`src/rtl/piso_serializer_amisha_pkg.sv`:
```
// piso_pkg_amisha: shared definitions for the PISO serializer slice.
//   - piso_state_t   : FSM state encoding (IDLE / SHIFT / PARITY)
//   - PISO_WIDTH_DEFAULT : default parallel word width
//   - clog2_f        : ceiling log2 used to size the bit counter
// PARITY is only reachable when PISO_PARITY_EN is defined.
package piso_pkg_amisha;

  typedef enum logic [1:0] {
    IDLE   = 2'b00,
    SHIFT  = 2'b01,
    PARITY = 2'b10
  } piso_state_t;

  localparam int PISO_WIDTH_DEFAULT = 32'sd8;

  // Ceiling log2, never below 1 so a counter always has at least one bit.
  function automatic int clog2_f(input int value);
    int bits;
    int span;
    bits = 32'sd0;
    span = 32'sd1;
    while (span < value) begin
      span = span * 32'sd2;
      bits = bits + 32'sd1;
    end
    if (bits < 32'sd1) begin
      bits = 32'sd1;
    end
    return bits;
  endfunction

endpackage

```
`src/rtl/piso_serializer_amisha_cnt.sv`:
```
// bit_cnt_amisha: clearable, enabled up-counter that indexes the bit being
// presented by the serializer. tc is high while the count equals WIDTH-1.
// The count saturates at WIDTH-1, so it never wraps inside a frame.
// Ports:
//   clk_amisha      clock
//   reset_n_amisha  asynchronous active-low reset
//   clr             synchronous clear (takes priority over en)
//   en              advance by one
//   tc              terminal count (count == WIDTH-1)
module bit_cnt_amisha
  import piso_pkg_amisha::*;
#(
  parameter int WIDTH = PISO_WIDTH_DEFAULT
) (
  input  logic clk_amisha,
  input  logic reset_n_amisha,
  input  logic clr,
  input  logic en,
  output logic tc
);

  localparam int CNT_W = clog2_f(WIDTH);
  localparam logic [CNT_W-1:0] CNT_ZERO = CNT_W'(32'd0);
  localparam logic [CNT_W-1:0] CNT_ONE  = CNT_W'(32'd1);
  localparam logic [CNT_W-1:0] CNT_LAST = CNT_W'(WIDTH - 1);

  logic [CNT_W-1:0] cnt_r;

  // Bit index register: clear on load, step on each accepted data bit.
  always_ff @(posedge clk_amisha or negedge reset_n_amisha) begin
    if (!reset_n_amisha) begin
      cnt_r <= CNT_ZERO;
    end else if (clr) begin
      cnt_r <= CNT_ZERO;
    end else if (en && (cnt_r != CNT_LAST)) begin
      cnt_r <= cnt_r + CNT_ONE;
    end
  end

  assign tc = (cnt_r == CNT_LAST);

endmodule

```
`src/rtl/piso_serializer_amisha.sv`:
```
// piso_serializer_amisha: parallel-in / serial-out stage. A word accepted on
// the load valid/ready port is shifted out one bit per serial handshake.
// Optional macro PISO_PARITY_EN appends an even-parity bit to every frame.
// Ports:
//   clk_amisha         clock (rising edge)
//   reset_n_amisha     asynchronous active-low reset
//   d_amisha           parallel word, sampled only on a load handshake
//   load_valid_amisha  upstream offers a word
//   load_ready_amisha  block is IDLE and can take a word (combinational)
//   ser_out_amisha     current serial bit (registered)
//   ser_valid_amisha   ser_out_amisha holds a valid bit (registered)
//   ser_ready_amisha   downstream accepts the current bit
//   busy_amisha        frame in progress (registered)
//   frame_done_amisha  one-cycle pulse in the first IDLE cycle after a frame
module piso_serializer_amisha
  import piso_pkg_amisha::*;
#(
  parameter int WIDTH     = PISO_WIDTH_DEFAULT,
  parameter int MSB_FIRST = 32'sd1
) (
  input  logic             clk_amisha,
  input  logic             reset_n_amisha,
  input  logic [WIDTH-1:0] d_amisha,
  input  logic             load_valid_amisha,
  output logic             load_ready_amisha,
  output logic             ser_out_amisha,
  output logic             ser_valid_amisha,
  input  logic             ser_ready_amisha,
  output logic             busy_amisha,
  output logic             frame_done_amisha
);

  localparam logic [WIDTH-1:0] WORD_ZERO = {WIDTH{1'b0}};

  piso_state_t      state_r;
  logic [WIDTH-1:0] shift_r;
  logic             ser_out_r;
  logic             ser_valid_r;
  logic             busy_r;
  logic             frame_done_r;
`ifdef PISO_PARITY_EN
  logic             parity_r;
`endif

  logic             load_ready_s;
  logic             load_fire_s;
  logic             bit_fire_s;
  logic             cnt_en_s;
  logic             cnt_tc_s;
  logic             first_bit_s;
  logic             next_bit_s;
  logic [WIDTH-1:0] shift_next_s;

  assign load_ready_s = (state_r == IDLE);
  assign load_fire_s  = load_valid_amisha & load_ready_s;
  // ser_ready is ignored unless a bit is actually being presented.
  assign bit_fire_s   = ser_valid_r & ser_ready_amisha;
  assign cnt_en_s     = bit_fire_s & (state_r == SHIFT) & ~cnt_tc_s;

  // Bit ordering: shift toward the output end so the next bit is always
  // one position inside the current one.
  assign first_bit_s  = (MSB_FIRST != 0) ? d_amisha[WIDTH-1] : d_amisha[0];
  assign next_bit_s   = (MSB_FIRST != 0) ? shift_r[WIDTH-2] : shift_r[1];
  assign shift_next_s = (MSB_FIRST != 0) ? {shift_r[WIDTH-2:0], 1'b0}
                                         : {1'b0, shift_r[WIDTH-1:1]};

  bit_cnt_amisha #(
    .WIDTH (WIDTH)
  ) u_bit_cnt (
    .clk_amisha     (clk_amisha),
    .reset_n_amisha (reset_n_amisha),
    .clr            (load_fire_s),
    .en             (cnt_en_s),
    .tc             (cnt_tc_s)
  );

  // Frame FSM with registered serial outputs.
  always_ff @(posedge clk_amisha or negedge reset_n_amisha) begin
    if (!reset_n_amisha) begin
      state_r      <= IDLE;
      shift_r      <= WORD_ZERO;
      ser_out_r    <= 1'b0;
      ser_valid_r  <= 1'b0;
      busy_r       <= 1'b0;
      frame_done_r <= 1'b0;
`ifdef PISO_PARITY_EN
      parity_r     <= 1'b0;
`endif
    end else begin
      frame_done_r <= 1'b0;
      case (state_r)
        IDLE: begin
          if (load_fire_s) begin
            shift_r     <= d_amisha;
            ser_out_r   <= first_bit_s;
            ser_valid_r <= 1'b1;
            busy_r      <= 1'b1;
            state_r     <= SHIFT;
`ifdef PISO_PARITY_EN
            parity_r    <= ^d_amisha;
`endif
          end
        end
        SHIFT: begin
          if (bit_fire_s) begin
            if (cnt_tc_s) begin
`ifdef PISO_PARITY_EN
              // Last data bit taken: present the parity bit next.
              ser_out_r <= parity_r;
              state_r   <= PARITY;
`else
              ser_out_r    <= 1'b0;
              ser_valid_r  <= 1'b0;
              busy_r       <= 1'b0;
              frame_done_r <= 1'b1;
              state_r      <= IDLE;
`endif
            end else begin
              shift_r   <= shift_next_s;
              ser_out_r <= next_bit_s;
            end
          end
        end
`ifdef PISO_PARITY_EN
        PARITY: begin
          if (bit_fire_s) begin
            ser_out_r    <= 1'b0;
            ser_valid_r  <= 1'b0;
            busy_r       <= 1'b0;
            frame_done_r <= 1'b1;
            state_r      <= IDLE;
          end
        end
`endif
        default: begin
          // Unreachable encoding: fall back to a clean idle state.
          ser_out_r   <= 1'b0;
          ser_valid_r <= 1'b0;
          busy_r      <= 1'b0;
          state_r     <= IDLE;
        end
      endcase
    end
  end

  assign load_ready_amisha = load_ready_s;
  assign ser_out_amisha    = ser_out_r;
  assign ser_valid_amisha  = ser_valid_r;
  assign busy_amisha       = busy_r;
  assign frame_done_amisha = frame_done_r;

endmodule

```
`config.mk`:
```
export PLATFORM = sky130hd
export DESIGN_NAME = piso_serializer_amisha
export DESIGN_NICKNAME = d
export VERILOG_FILES = /design/src/rtl/piso_serializer_amisha_pkg.sv /design/src/rtl/piso_serializer_amisha_cnt.sv /design/src/rtl/piso_serializer_amisha.sv
export SDC_FILE = /design/constraint.sdc
export NUM_CORES = 1
export LEC_CHECK = 0
export CAP_MARGIN = 20
export CORE_UTILIZATION = 35
export DETAILED_ROUTE_END_ITERATION = 7
export DONT_BUFFER_PORTS = 1
export SYNTH_ARGS = -nofsm -noshare
export SYNTH_HDL_FRONTEND = slang
export SYNTH_HIERARCHICAL = 1
export SYNTH_SLANG_ARGS = --single-unit
```
`constraint.sdc`:
```
create_clock -name clk_amisha -period 2.2 [get_ports clk_amisha]
set_clock_uncertainty 0.05 [all_clocks]
set_input_delay 0.22 -clock clk_amisha [delete_from_list [all_inputs] [get_ports clk_amisha]]
set_output_delay 0.22 -clock clk_amisha [all_outputs]
set_load 0.01 [all_outputs]
```
==> impl_metrics.toml, run 1 <==
[final_layout]
diodes = 0
nets = 81
final_core_util = 0.420
final_cell_count_no_fill = 91
nFillCells = 192
multi_input_area_sq_um = 324
regArea_sq_um = 325
area_delta_synth_final_pct = 7.84
drive_above_1_share = 0.348

[setup_path]
path_max_fanout = 6
cp.required_ps = 2310
worst-r2r-setup-slack_ps = 370
cp.arrival_ps = 1940
setup.worst_path.end_class = "flip-flop"
startpoint_type = "flip-flop"
worst-setup-path-type = "flip-flop to flip-flop"

[sta]
worst_pin_slew_ps = 576
setup_viol = 0
period_share = 0.831
setup_tns_ps = 0
slew_violations = 0
relSlewSlack = 0.615
finalCriticalPeriod_ps = 1830
report.final.hold_viol_count = 0
rsz0062_at_grt = "no"
fmax_mhz = 547

[routing]
drt-initial-drc-count = 6
drc = 0
dr.pass1.iters = 2
wirelength_mm = 1.15
viasPerCell = 4.98
wl_per_cell_microns = 12.7
vias = 453
ant_nets = 0

[cts]
clockBufferDepth = 2
worstSkewPairLatency_ps = 270
post_cts_buffers = 0
cts_tree = "done"
cts-root-buf = "clkbuf_4"
h-tree-depth = 1
path_clk_slew_ps = 70
ctsResizeCount = 0
cts_buffers = 3
cts_num_sinks = 13

[placement]
place_congestion = 0.722
dpl.hpwl_microns = 818
io_buffers = 0
post-place-cells = 85

[pwr]
switching_share = 0.352
p_int_mw = 0.591
p_switching_mw = 0.320
power.density_nw_per_um2 = 1200
leakage_nw = 0.330
power_frac_clock = 0.158
ir_worst_vdd_mv = 0.481
combPwrFrac = 0.382
pwr-share-seq = 0.460

[grt]
grt_use_total = 0.131
grt_pass1_wl_mm = 1.88
antenna_found_initial = 0
grt_max_degree = 14
grt-ovfl-total = 0
grt_pass1_vias = 435

[synthesis]
ys_ff_latch = 13
netlist_area_sq_um = 702
ys_top_cells_by_area = "dfrtp_1, a21oi_2, nor2_2, ha_1, o22ai_1"
yosys_warnings = 6
synth.distinct_cells = 24
synth_nets = 76
synth_top_area_frac = 0.463
syn_inst = 62
ys_seq_area_frac = 0.463
avgSynthCellArea_sq_um = 11.3
synth_top_cell_by_area = "dfrtp_1"

[run]
drv_cap = 0

[floorplanning]
die_w_microns = 46.8
start_util = 0.390
die_y_microns = 46.8
ioPinCount = 17
core_area_sq_um = 1800
num_rows = 15
dieArea_sq_um = 2190

[outcome]
status = "finished clean"

[hold_path]
min_path_type = "input pin to flip-flop"
==> worst max-delay path, cell delays in order (launching register included) <==
cell      delay (ps)
dfrtp_1          390
ha_1             210
ha_1             260
nand3b_2         240
inv_1            100
nor2b_4          170
mux2_4           300
==> area by class of cell <==
type | instances | share of cell area
timing repair buffer | 3 | 0.0364
sequential | 13 | 0.430
multi-input combinational | 42 | 0.428
tap | 25 | 0.0413
inverter | 4 | 0.0298
clock buffer | 4 | 0.0347
==> repair_timing <==
action / CTS / global route
setup endpoints to repair: 0 / 0
hold buffers: 2 / 0
endpoints found under the hold margin: 14 / 0
==> power by group through the flow <==
| stage | registers [mW] | clock network (mW) | logic, mW |
|---|---|---|---|
| after global routing | 0.430 | 0.166 | 0.392 |
| after floorplan | 0.405 | 0 | 0.319 |
| final | 0.419 | 0.144 | 0.348 |
| after CTS | 0.419 | 0.155 | 0.353 |
| after detailed placement | 0.423 | 0 | 0.344 |
| after global placement | 0.420 | 0 | 0.344 |
==> layer usage <==
layer  global-route usage  wire length, microns  vias up
met5                    0                     0        -
met4               0.0857                    19        0
met3               0.0654                    83        2
met2                0.189                   504       15
met1                0.153                   544      210
li1                     -                     -      226
==> through the flow <==
stage	cell area, sq um	setup slack (ps)	hold WS [ps]	power, mW
after floorplan	702	270	-126	0.724
after global placement	711	417	-125	0.764
after detailed placement	711	376	-125	0.767
after CTS	757	361	16.0	0.927
after global routing	757	259	18.3	0.988
final	757	371	19.2	0.911
==> sequential cells by signal, indices dropped and copies added, names as in the netlist <==
register,cells
busy_amisha,1
shift_r,7
frame_done_amisha,1
u_bit_cnt/cnt_r,3
ser_out_amisha,1
==> kinds of logic (layout without fill, tap and decap cells) <==
group                    after synthesis  in the layout  share of synthesized area
buffers and inverters                  7             11                     0.0749
AO/OA/AOI/OAI                         16             16                      0.184
flip-flops                            13             13                      0.463
adder cells (fa/ha/maj)                2              2                     0.0356
multiplexers                           2              2                     0.0356
AND/OR/NAND/NOR                       22             22                      0.207
==> cells in the final DEF, fill, tap and decap left out, drive strengths merged <==
master,Yosys,routed
mux2,1,1
nor2b,2,2
nand2,3,3
o22ai,6,6
inv,4,4
clkbuf,0,4
ha,2,2
mux2i,1,1
nand3b,1,1
nand3,1,1
a21oi,6,6
and3,1,1
dfrtp,13,13
a21boi,1,1
buf,3,1
nor2,9,9
dlygate4sd3,0,2
o221ai,1,1
o21ai,2,2
nand4bb,2,2
nand2b,3,3
==> final timing paths <==
kind	from	to	cells past startpoint
worst max register to register	u_bit_cnt/cnt_r[0]	u_bit_cnt/cnt_r[0]	6
worst max-delay path	u_bit_cnt/cnt_r[0]	u_bit_cnt/cnt_r[0]	6
min in group asynchronous	reset_n_amisha	shift_r[3]	1
worst min register to register	shift_r[0]	shift_r[0]	2
worst min-delay path	load_valid_amisha	busy_amisha	2
max in group asynchronous	reset_n_amisha	u_bit_cnt/cnt_r[1]	1
==> Yosys cell counts (all sizes together) <==
| library cell | number |
|---|---|
| nor2 | 9 |
| nand3b | 1 |
| buf | 3 |
| nand3 | 1 |
| nand2b | 3 |
| nand2 | 3 |
| and3 | 1 |
| nor2b | 2 |
| mux2 | 1 |
| dfrtp | 13 |
| inv | 4 |
| ha | 2 |
| mux2i | 1 |
| o21ai | 2 |
| o22ai | 6 |
| a21boi | 1 |
| o221ai | 1 |
| nand4bb | 2 |
| a21oi | 6 |
Note: power is estimated with default switching activity, not from simulation.
==> inputs of run 2 (changes only) <==
clock period = 1.5 ns   (was 2.2 ns; I/O delays follow)
==> impl_metrics.toml, run 2 (synthesis gave the netlist of run 1 again) <==
[grt]
gr-usage-met3 = 0.0385
grt_use_total = 0.142
use_met1 = 0.147
grt_pass1_vias = 509
top_usage_layer = "met2"
grt_pass1_wl_mm = 2.06
grt_max_degree = 14
antenna_found_initial = 0
grtUsageMet2 = 0.244
grt-ovfl-total = 0

[setup_path]
r2r_start = "u_bit_cnt/cnt_r[0]"
setup.worst_path.end_class = "flip-flop"
worst-setup-path-type = "flip-flop to flip-flop"
critPathTopFamily = "flip-flops"
slowest_delay_ps = 400
ff2ff_path_depth = 6
cp.arrival_ps = 1670
worst-r2r-setup-slack_ps = -60
path_max_fanout = 2
r2r-end = "u_bit_cnt/cnt_r[0]"
cpMaxStageDelayCell = "dfrtp_1"
cp.required_ps = 1610
timing.critical_path.buf_inv = 1
path_cells = "ha_2 > ha_4 > nand3b_4 > inv_4 > nor2b_4 > mux2_4"
startpoint_type = "flip-flop"

[final_layout]
final_core_util = 0.525
area_delta_synth_final_pct = 34.8
largest_reg_flops = 7
regArea_sq_um = 325
drive_above_1_share = 0.476
fin_area_sq_um = 946
nFillCells = 182
nets = 97
final_cell_mix = "dfrtp_1, buf_4, dlygate4sd3_1"
multi_input_area_sq_um = 373
final_common_cell = "dfrtp_1"
reg_top3 = "shift_r x7, u_bit_cnt/cnt_r x3"
regMostFlops = "shift_r"
diodes = 0
final_cell_count_no_fill = 107

[sta]
whs_ps = 40.9
setup_viol = 3
rsz0062_at_grt = "yes"
period_share = 1.04
slew_violations = 0
setup_slack_ps = -64.5
report.final.hold_viol_count = 0
relSlewSlack = 0.604
setup_tns_ps = -78.8
worst_pin_slew_ps = 591
finalCriticalPeriod_ps = 1560
fmax_mhz = 639

[floorplanning]
start_util = 0.390
num_rows = 15
die_y_microns = 46.8
core_area_sq_um = 1800
ioPinCount = 17
die_w_microns = 46.8
dieArea_sq_um = 2190

[hold_path]
hold_end = "frame_done_amisha"
min_from = "ser_ready_amisha"
min_path_cells = 1
min_path_type = "input pin to flip-flop"

[pwr]
total_power_mw = 1.54
ir_worst_vdd_mv = 0.691
power.density_nw_per_um2 = 1630
leakage_nw = 0.405

[cts]
cts-root-buf = "clkbuf_4"
worstSkewPairLatency_ps = 270
cts_num_sinks = 13
cts_buffers = 3
cts_tree = "done"
path_clk_slew_ps = 80
h-tree-depth = 1
clockBufferDepth = 2

[routing]
wl_per_cell_microns = 13.1
vias = 518
viasPerCell = 4.84
drc = 0
wirelength_mm = 1.41
dr.pass1.iters = 2
ant_nets = 0
drt-initial-drc-count = 1

[outcome]
status = "complete, but fails checks"
violations = "setup timing"

[placement]
placed_area_sq_um = 790
post-place-cells = 92
io_buffers = 0
dpl.hpwl_microns = 954
place_congestion = 0.644
preCtsSetupSlack_ps = -51.3

[run]
drv_cap = 0
-- run 2: changes by cell type in the layout (fill, tap and decap cells not counted) --
| cell | previous run | this run |
|---|---|---|
| ha_4 | 0 | 1 |
| o22ai_1 | 4 | 0 |
| ha_1 | 2 | 0 |
| inv_4 | 0 | 1 |
| nand3b_4 | 0 | 1 |
| ha_2 | 0 | 1 |
| buf_4 | 1 | 10 |
| dlygate4sd3_1 | 2 | 9 |
| inv_1 | 3 | 2 |
| nand3b_2 | 1 | 0 |
| o22ai_2 | 2 | 6 |
-- run 2: layout make-up --
class,instances,area share
clock buffers,4,0.0278
inverters,4,0.0265
multi-input cells,42,0.394
flip-flops and latches,13,0.344
well taps,25,0.0331
repair buffers,19,0.175
-- run 2: worst max-delay path by stage --
stage / start / to / slack (ps) / cells after the start
after floorplan: u_bit_cnt/cnt_r[1] / u_bit_cnt/cnt_r[0] / -220 / 7
after global placement: u_bit_cnt/cnt_r[0] / u_bit_cnt/cnt_r[0] / -30 / 6
after detailed placement: u_bit_cnt/cnt_r[0] / u_bit_cnt/cnt_r[0] / -50 / 6
after CTS: u_bit_cnt/cnt_r[0] / u_bit_cnt/cnt_r[0] / -60 / 6
after global routing: u_bit_cnt/cnt_r[0] / u_bit_cnt/cnt_r[0] / -110 / 6
final: u_bit_cnt/cnt_r[0] / u_bit_cnt/cnt_r[0] / -60 / 6
-- run 2: metal layers --
metal / vias to the layer above / routed length, microns
met4: 0 / 18
met2: 5 / 778
li1: 255 / -
met1: 256 / 578
met5: - / 0
met3: 2 / 31
-- run 2: report_power, final --
group          total [mW]  switching, mW  internal, mW
Clock               0.215          0.112         0.103
Combinational       0.713          0.302         0.411
Sequential          0.617          0.124         0.492
-- run 2: repair_timing --
action,4_1_cts,5_1_grt
resized for setup,1,3
hold buffers,7,2
hold endpoints to repair,19,2
buffers inserted,1,1
setup endpoints to repair,5,8
==> inputs of run 3 (changes only) <==
ABC_CLOCK_PERIOD_IN_PS = 1500   (was not set)
CORE_MARGIN = 2   (was not set)
==> impl_metrics.toml, run 3 (synthesis gave the netlist of run 1 again) <==
[placement]
preCtsSetupSlack_ps = -48.2
place_congestion = 0.697
io_buffers = 0
dpl.hpwl_microns = 951
placed_area_sq_um = 792

[setup_path]
ff2ff_path_depth = 6
critPathTopFamily = "flip-flops"
timing.critical_path.buf_inv = 1
worst-setup-path-type = "flip-flop to flip-flop"
r2r-end = "u_bit_cnt/cnt_r[0]"
r2r_start = "u_bit_cnt/cnt_r[0]"
cpMaxStageDelayCell = "dfrtp_1"
path_cells = "ha_2 > ha_4 > nand3b_4 > inv_4 > nor2b_4 > mux2_4"
cp.arrival_ps = 1670
startpoint_type = "flip-flop"
path_max_fanout = 2
cp.depth = 6
slowest_delay_ps = 390
worst-r2r-setup-slack_ps = -70
cp.required_ps = 1600
setup.worst_path.end_class = "flip-flop"

[final_layout]
fin_area_sq_um = 913
diodes = 0
regMostFlops = "shift_r"
reg_top3 = "shift_r x7, u_bit_cnt/cnt_r x3"
regArea_sq_um = 325
largest_reg_flops = 7
area_delta_synth_final_pct = 30.1
multi_input_area_sq_um = 373
nFillCells = 193
drive_above_1_share = 0.474
final_cell_mix = "dfrtp_1, buf_4, dlygate4sd3_1"
nets = 93
final_common_cell = "dfrtp_1"

[sta]
setup_viol = 1
fmax_mhz = 639
setup_tns_ps = -65.9
rsz0062_at_grt = "yes"
period_share = 1.04
slew_violations = 0
whs_ps = -1.89
report.final.hold_viol_count = 2
relSlewSlack = 0.605
setup_slack_ps = -65.9
worst_pin_slew_ps = 591
finalCriticalPeriod_ps = 1570

[cts]
worstSkewPairLatency_ps = 260
path_clk_slew_ps = 80
cts_tree = "done"
clockBufferDepth = 2
cts_buffers = 3
h-tree-depth = 1
cts-root-buf = "clkbuf_4"
cts_num_sinks = 13

[routing]
wl_per_cell_microns = 12.3
viasPerCell = 4.90
dr.pass1.iters = 2
wirelength_mm = 1.30
ant_nets = 0
vias = 514
drc = 0
drt-initial-drc-count = 4

[pwr]
ir_worst_vdd_mv = 0.700
power.density_nw_per_um2 = 1630
leakage_nw = 0.387

[grt]
use_met1 = 0.164
grtUsageMet2 = 0.228
gr-usage-met3 = 0.0399
antenna_found_initial = 0
grt_pass1_vias = 574
grt-ovfl-total = 0
grt_max_degree = 14
grt_pass1_wl_mm = 2.46
top_usage_layer = "met2"
grt_use_total = 0.135

[run]
drv_cap = 0

[floorplanning]
core_area_sq_um = 1920
die_y_microns = 48.8
num_rows = 16
start_util = 0.365
die_w_microns = 48.8
dieArea_sq_um = 2380
ioPinCount = 17

[hold_path]
min_path_type = "input pin to flip-flop"
hold_end = "shift_r[2]"
min_path_cells = 2
min_from = "d_amisha[2]"

[outcome]
violations = "hold timing, setup timing"
status = "complete, but fails checks"
==> run 3: changes by cell type in the layout (fill, tap and decap cells not counted), sizes merged <==
cell         previous run  this run
buf                    10         8
dlygate4sd3             9         7
==> run 3: worst reg2reg max path: cells and delay by family (launching register included) <==
| kind | cells | cell delay [ps] |
|---|---|---|
| simple gates | 2 | 300 |
| mux | 1 | 310 |
| buf+inv | 1 | 50 |
| fa+ha+maj | 2 | 350 |
| flops | 1 | 390 |
==> run 3: worst max-delay path by stage <==
stage | from | to | slack, ps
final | u_bit_cnt/cnt_r[0] | u_bit_cnt/cnt_r[0] | -70
after global routing | u_bit_cnt/cnt_r[0] | u_bit_cnt/cnt_r[0] | -110
after CTS | u_bit_cnt/cnt_r[0] | u_bit_cnt/cnt_r[0] | -70
after global placement | u_bit_cnt/cnt_r[0] | u_bit_cnt/cnt_r[0] | -30
after detailed placement | u_bit_cnt/cnt_r[1] | u_bit_cnt/cnt_r[0] | -50
after floorplan | u_bit_cnt/cnt_r[1] | u_bit_cnt/cnt_r[0] | -220
==> run 3: metal layers <==
metal | share of wire | wire (microns) | up-vias
met5 | 0 | 0 | -
met4 | 0 | 0 | 0
met3 | 0.033 | 43 | 0
met2 | 0.55 | 714 | 6
met1 | 0.42 | 538 | 258
li1 | - | - | 250
==> run 3: what timing repair did <==
item / 4_1_cts / 5_1_grt
endpoints found under the hold margin: 18 / 1
cloned: 0 / 0
hold buffers: 6 / 1
pin swaps: 1 / 0
gates resized for setup: 2 / 2
buffers inserted: 1 / 0
setup endpoints to repair: 5 / 9
==> run 3: cell type report <==
type                       count  area share
multi-input combinational     42       0.408
tap                           27      0.0370
timing repair buffer          15       0.142
sequential                    13       0.356
clock buffer                   4      0.0288
inverter                       4      0.0274
==> run 3: metrics by stage <==
step | hold WS, ps | util | power (mW) | cells
after floorplan | -196 | - | 1.11 | 62
after global placement | -195 | 0.412 | 1.22 | 94
after detailed placement | -195 | 0.412 | 1.24 | 94
after CTS | 0.00830 | 0.467 | 1.50 | 105
after global routing | 0.219 | 0.475 | 1.64 | 105
final | -1.89 | 0.475 | 1.49 | 105
==> run 3: power breakdown <==
part	internal, mW	switching, mW	total, mW
clock	0.103	0.107	0.210
combinational	0.372	0.290	0.662
sequential	0.492	0.127	0.620
